## config.mk

```make
export PLATFORM = sky130hd
export DESIGN_NAME = lsb_mem_sequencer
export DESIGN_NICKNAME = d
export VERILOG_FILES = /design/src/rtl/lsb_mem_sequencer.sv
export SDC_FILE = /design/constraint.sdc
export NUM_CORES = 1
export LEC_CHECK = 0
export ABC_AREA = 1
export BUFFER_PORTS_ARGS = -buffer_cell sky130_fd_sc_hd__buf_2
export CAP_MARGIN = 30
export CORE_UTILIZATION = 40
export DETAILED_ROUTE_END_ITERATION = 7
export SYNTH_ARGS = -nofsm -noshare
export SYNTH_HDL_FRONTEND = slang
export SYNTH_SLANG_ARGS = --single-unit
```

## constraint.sdc

```tcl
create_clock -name clk_in -period 5.1 [get_ports clk_in]
set_input_delay 1.02 -clock clk_in [delete_from_list [all_inputs] [get_ports clk_in]]
set_output_delay 1.02 -clock clk_in [all_outputs]
set_load 0.005 [all_outputs]
```

## src/rtl/lsb_mem_sequencer.sv

```systemverilog
// Byte-serial load/store master: splits one LB/LH/LW/LBU/LHU/SB/SH/SW into
// little-endian byte accesses on lsb_* and returns a one-cycle response.
//
// state  | meaning
// IDLE   | ready for a request
// ACCESS | driving byte k on lsb_*, waiting for lsb_valid
// DRAIN  | load only: last read byte arrives on lsb_read_data
// DONE   | resp_valid pulse with assembled/extended data
module lsb_mem_sequencer #(
  parameter int ADDR_WIDTH = 32
) (
  input  logic                  clk_in,
  input  logic                  rst_in,
  input  logic                  req_valid,
  output logic                  req_ready,
  input  logic                  req_we,
  input  logic [2:0]            req_funct3,
  input  logic [ADDR_WIDTH-1:0] req_addr,
  input  logic [31:0]           req_wdata,
  input  logic                  flush_in,
  output logic                  resp_valid,
  output logic [31:0]           resp_data,
  output logic [31:0]           lsb_addr,
  output logic [7:0]            lsb_data,
  output logic                  lsb_wr,
  output logic                  lsb_en,
  input  logic [7:0]            lsb_read_data,
  input  logic                  lsb_valid
);

  localparam logic [1:0] ST_IDLE   = 2'd0;
  localparam logic [1:0] ST_ACCESS = 2'd1;
  localparam logic [1:0] ST_DRAIN  = 2'd2;
  localparam logic [1:0] ST_DONE   = 2'd3;

  logic [1:0]            state_q, state_d;
  logic                  we_q, we_d;
  logic [2:0]            funct3_q, funct3_d;
  logic [ADDR_WIDTH-1:0] base_q, base_d;
  logic [31:0]           wdata_q, wdata_d;
  logic [1:0]            k_q, k_d;
  logic [31:0]           asm_q, asm_d;
  logic                  cap_q, cap_d;
  logic [1:0]            cap_k_q, cap_k_d;

  logic [1:0]            last_k;
  logic                  flush_ld;
  logic [ADDR_WIDTH-1:0] acc_addr;
  logic [31:0]           ext_data;

  always_comb begin
    case (funct3_q[1:0])
      2'b00:   last_k = 2'd0;
      2'b01:   last_k = 2'd1;
      default: last_k = 2'd3;
    endcase
  end

  // Stores are committed once accepted, so only loads honour flush.
  assign flush_ld = flush_in && !we_q;
  assign acc_addr = base_q + ADDR_WIDTH'(k_q);

  always_comb begin
    state_d  = state_q;
    we_d     = we_q;
    funct3_d = funct3_q;
    base_d   = base_q;
    wdata_d  = wdata_q;
    k_d      = k_q;
    asm_d    = asm_q;
    cap_d    = 1'b0;
    cap_k_d  = k_q;

    // Read byte lands one cycle after acceptance, whatever state we are in by then.
    if (cap_q) begin
      asm_d[{cap_k_q, 3'b000} +: 8] = lsb_read_data;
    end

    case (state_q)
      ST_IDLE: begin
        if (req_valid) begin
          we_d     = req_we;
          funct3_d = req_funct3;
          base_d   = req_addr;
          wdata_d  = req_wdata;
          k_d      = 2'd0;
          asm_d    = 32'd0;
          state_d  = ST_ACCESS;
        end
      end
      ST_ACCESS: begin
        if (flush_ld) begin
          state_d = ST_IDLE;
        end else if (lsb_valid) begin
          k_d     = k_q + 2'd1;
          cap_d   = !we_q;
          cap_k_d = k_q;
          if (k_q == last_k) begin
            state_d = we_q ? ST_DONE : ST_DRAIN;
          end
        end
      end
      ST_DRAIN: begin
        state_d = flush_ld ? ST_IDLE : ST_DONE;
      end
      default: begin
        state_d = ST_IDLE;
      end
    endcase
  end

  always_ff @(posedge clk_in or negedge rst_in) begin
    if (!rst_in) begin
      state_q  <= ST_IDLE;
      we_q     <= 1'b0;
      funct3_q <= 3'd0;
      base_q   <= '0;
      wdata_q  <= 32'd0;
      k_q      <= 2'd0;
      asm_q    <= 32'd0;
      cap_q    <= 1'b0;
      cap_k_q  <= 2'd0;
    end else begin
      state_q  <= state_d;
      we_q     <= we_d;
      funct3_q <= funct3_d;
      base_q   <= base_d;
      wdata_q  <= wdata_d;
      k_q      <= k_d;
      asm_q    <= asm_d;
      cap_q    <= cap_d;
      cap_k_q  <= cap_k_d;
    end
  end

  always_comb begin
    case (funct3_q)
      3'b000:  ext_data = {{24{asm_q[7]}}, asm_q[7:0]};
      3'b100:  ext_data = {24'd0, asm_q[7:0]};
      3'b001:  ext_data = {{16{asm_q[15]}}, asm_q[15:0]};
      3'b101:  ext_data = {16'd0, asm_q[15:0]};
      default: ext_data = asm_q;
    endcase
  end

  assign req_ready  = (state_q == ST_IDLE);
  assign resp_valid = (state_q == ST_DONE) && !flush_ld;
  assign resp_data  = ((state_q == ST_DONE) && !we_q) ? ext_data : 32'd0;

  assign lsb_en   = (state_q == ST_ACCESS);
  assign lsb_wr   = lsb_en && we_q;
  assign lsb_addr = lsb_en ? 32'(acc_addr) : 32'd0;
  assign lsb_data = lsb_wr ? wdata_q[{k_q, 3'b000} +: 8] : 8'd0;

endmodule

```

==> metrics.txt <==
# TYPE chip_impl_metric gauge
chip_impl_metric{name="overflow",unit=""} 0
chip_impl_metric{name="pin_count_of_the_biggest_net_entering_global_routing",unit=""} 88
chip_impl_info{name="slowest_stage",value="dfrtp_1"} 1
chip_impl_metric{name="first_global_vias",unit=""} 5121
chip_impl_metric{name="hpwlAfterDp",unit="mm"} 12.3
chip_impl_metric{name="max_cap_violations",unit=""} 0
chip_impl_metric{name="cts_hold_buf",unit=""} 0
chip_impl_metric{name="tritoncts_num_sinks",unit=""} 107
chip_impl_metric{name="critical_path_peak_fanout",unit=""} 22
chip_impl_metric{name="route.detailed.wl_per_inst",unit="µm"} 14.2
chip_impl_metric{name="yosys_register_bits",unit=""} 107
chip_impl_metric{name="cts_post_setup_buffers_inserted",unit=""} 0
chip_impl_metric{name="placementRows",unit=""} 44
chip_impl_metric{name="power-per-cell-area",unit="nW/µm²"} 511
chip_impl_metric{name="clock_insertion_delay_worst_skew",unit="ps"} 350
chip_impl_metric{name="critical_path_required",unit="ps"} 4080
chip_impl_metric{name="ctsLongestPathBuffers",unit=""} 2
chip_impl_info{name="critPathMostFrequentCell",value="nand2_1"} 1
chip_impl_info{name="critical_path.cell_chain",value="ha_1 -> fa_1 -> nand2_2 -> inv_1 -> nand2_1 -> nor2_1 -> nand2_1 -> nand2_1 -> nand2_1 -> nor2_1 -> buf_2"} 1
chip_impl_metric{name="drive_above_1_share",unit="%"} 20.0
chip_impl_metric{name="design_area",unit="µm²"} 7180
chip_impl_metric{name="cellLeakagePower",unit="nW"} 3.74
chip_impl_info{name="path_class",value="flop to primary output"} 1
chip_impl_metric{name="timing_hold_violations_final",unit=""} 0
chip_impl_info{name="setup.worst_path.end_class",value="primary output"} 1
chip_impl_metric{name="drt_iter0_drc",unit=""} 361
chip_impl_info{name="synth.largest_area_cell",value="dfrtp_1"} 1
chip_impl_metric{name="post_synth_inst_count",unit=""} 849
chip_impl_metric{name="timing.reg2reg.worst_path_depth",unit=""} 6
chip_impl_info{name="holdCritPathClass",value="flop to flop"} 1
chip_impl_metric{name="dieArea",unit="µm²"} 15400
chip_impl_metric{name="ir_drop",unit="mV"} 0.257
chip_impl_metric{name="syn_avg_cell_area",unit="µm²"} 7.01
chip_impl_metric{name="place_congestion",unit=""} 0.867
chip_impl_metric{name="drt_wl_total",unit="mm"} 16.8
chip_impl_metric{name="ys.warnings.count",unit=""} 0
chip_impl_metric{name="layout_min_cycle_time",unit="ps"} 3710
chip_impl_metric{name="track_usage",unit="%"} 22.7
chip_impl_metric{name="syn_nets",unit=""} 938
chip_impl_metric{name="cts_resized",unit=""} 0
chip_impl_metric{name="post-route-period-util",unit="%"} 72.8
chip_impl_metric{name="timing.slew.headroom",unit="%"} 40.8
chip_impl_metric{name="die_width",unit="µm"} 124
chip_impl_metric{name="maximum_level_of_the_cts_h_tree",unit=""} 3
chip_impl_metric{name="flow.area_growth_from_synthesis",unit="%"} 20.7
chip_impl_metric{name="maximum_clock_frequency",unit="MHz"} 269
chip_impl_metric{name="floorplan.die.height",unit="µm"} 124
chip_impl_metric{name="grt_first_pass_wirelength",unit="mm"} 26.3
chip_impl_metric{name="worst_slew_pin_slew",unit="ps"} 886
chip_impl_metric{name="num_vias",unit=""} 5766
chip_impl_metric{name="finalClockSkew",unit="ps"} 6.95
chip_impl_metric{name="worstHoldPathCells",unit=""} 2
chip_impl_metric{name="ios",unit=""} 157
chip_impl_info{name="cts_tree",value="done"} 1
chip_impl_metric{name="setup_total_negative_slack",unit="ps"} 0
chip_impl_info{name="type_of_origin_of_the_critical_path",value="flop"} 1
chip_impl_info{name="unrepaired_setup_endpoints_after_global_routing",value="false"} 1
chip_impl_metric{name="core_area",unit="µm²"} 14500
chip_impl_metric{name="clkSlewWorstSetupHoldPaths",unit="ps"} 70
chip_impl_metric{name="mappedNetlistArea",unit="µm²"} 5950
chip_impl_metric{name="buffer_ports.inserted",unit=""} 156
chip_impl_metric{name="initial_utilization",unit="%"} 41.0
chip_impl_metric{name="first_pass_iters",unit=""} 5
chip_impl_metric{name="worstPathArrival",unit="ps"} 2690
chip_impl_info{name="status",value="finished clean"} 1
chip_impl_metric{name="area_post_placement",unit="µm²"} 6880
chip_impl_metric{name="synth_cell_types",unit=""} 28
chip_impl_metric{name="timing.final.max_slew_violations",unit=""} 0
chip_impl_metric{name="cp_slowest_stage_delay",unit="ps"} 790
chip_impl_metric{name="fillers",unit=""} 1544
chip_impl_info{name="cts-root-buf",value="clkbuf_16"} 1
chip_impl_metric{name="nNetsFinal",unit=""} 1080
chip_impl_metric{name="synthDominantCellAreaShare",unit="%"} 45.0
chip_impl_metric{name="setup_viol_count_final",unit=""} 0
chip_impl_info{name="synth.top_cells.by_area",value="dfrtp_1, nand2_1, nor2_1"} 1
chip_impl_metric{name="antenna_found_initial",unit=""} 1
chip_impl_metric{name="drt-vias-per-instance",unit=""} 4.88
chip_impl_metric{name="yosysSeqAreaShare",unit="%"} 45.0
chip_impl_metric{name="cts_buffers",unit=""} 9
chip_impl_metric{name="antenna_violating_nets_post_route",unit=""} 0
chip_impl_metric{name="drt_drc_violations_left",unit=""} 0
==> cells in the final DEF (no fill, tap or decap), types with 6 or more instances in the layout <==
cell type,netlist,routed
nand2_1,297,297
nor2_1,195,195
buf_2,16,155
dfrtp_1,107,107
o21ai_0,48,48
inv_1,47,47
a21oi_1,32,32
a22oi_1,24,24
nand3_1,19,19
clkbuf_16,0,9
nand2_2,8,8
ha_1,7,7
xnor2_1,6,6
==> final timing paths <==
check	endpoint	slack, ps	from
hold reg to reg	wdata_q[14]	480	wdata_q[14]
setup reg to reg	funct3_q[2]	2620	state_q[1]
max in group asynchronous	wdata_q[10]	3600	rst_in
setup / recovery	lsb_addr[28]	1390	k_q[0]
hold / removal	wdata_q[14]	480	wdata_q[14]
min in group asynchronous	base_q[16]	500	rst_in
==> cells in the mapped netlist <==
cell type / number
nand2_1: 297
nor2_1: 195
dfrtp_1: 107
o21ai_0: 48
inv_1: 47
a21oi_1: 32
a22oi_1: 24
nand3_1: 19
buf_2: 16
clkbuf_1: 10
nand2_2: 8
ha_1: 7
xnor2_1: 6
clkinv_1: 5
nor2_2: 5
buf_4: 3
nand2_4: 3
nor3_2: 3
nand3b_1: 2
nor2_4: 2
nor3_1: 2
xor2_1: 2
fa_1: 1
inv_2: 1
nand3_2: 1
nor4_4: 1
o21a_1: 1
o21ai_1: 1
==> cells by family (layout without fill, tap and decap cells) <==
| logic type | count (synthesis) | count (layout) | share of synthesized area, % |
|---|---|---|---|
| simple gates | 538 | 538 | 36.4 |
| flops | 107 | 107 | 45.0 |
| compound gates | 106 | 106 | 9.96 |
| buf+inv | 82 | 229 | 5.70 |
| fa+ha+maj | 8 | 8 | 1.81 |
| xor+xnor | 8 | 8 | 1.18 |
| other cells | 0 | 1 | 0 |
==> per-layer routing <==
metal  up-vias  wire length, µm  GRT usage, %  share of wire, %
li1       2952                -             -                 -
met1      2619             8180          32.9                49
met2       184             7310          34.0                44
met3        11             1090          5.63               6.5
met4         0              167          4.99               1.0
met5         -                0             0                 0
==> worst max-delay path: cells and delay by family, from the launching register on <==
| family | cells | cell delay [ps] |
|---|---|---|
| simple gates | 7 | 750 |
| fa+ha+maj | 2 | 570 |
| buf+inv | 2 | 210 |
| flops | 1 | 790 |
==> sequential cells by signal, summed over array words and instances (netlist names) <==
signal / cells
cap_k_q: 2
we_q: 1
state_q: 2
cap_q: 1
asm_q: 32
base_q: 32
k_q: 2
wdata_q: 32
funct3_q: 3
==> stage by stage <==
stage / utilization, % / std cells / power, mW / hold slack, ps / worst slack [ps]
5_1_grt: 49.4 / 1180 / 3.98 / 480 / 1150
2_1_floorplan: - / 849 / 2.42 / 393 / 2550
4_1_cts: 49.4 / 1180 / 3.70 / 479 / 1360
3_5_place_dp: 47.3 / 1164 / 2.96 / 460 / 1760
6_report: 49.4 / 1181 / 3.67 / 476 / 1390
3_3_place_gp: 47.1 / 1163 / 2.95 / 459 / 1800
==> final cells by class <==
type	count	area, µm²	share of cell area (%)
diodes	1	2.50	0.0348
clock buffers	11	243	3.38
clock inverters	5	61.3	0.853
inverters	53	200	2.79
multi-input cells	660	2940	40.9
flip-flops and latches	107	2680	37.3
well taps	184	230	3.20
repair buffers	160	833	11.6
==> power by group <==
part           internal, mW  switching, mW
combinational         0.531          0.963
clock                 0.397          0.322
sequential             1.14          0.310
total                  2.07           1.60
No activity file was read; power rests on OpenSTA's default activity.
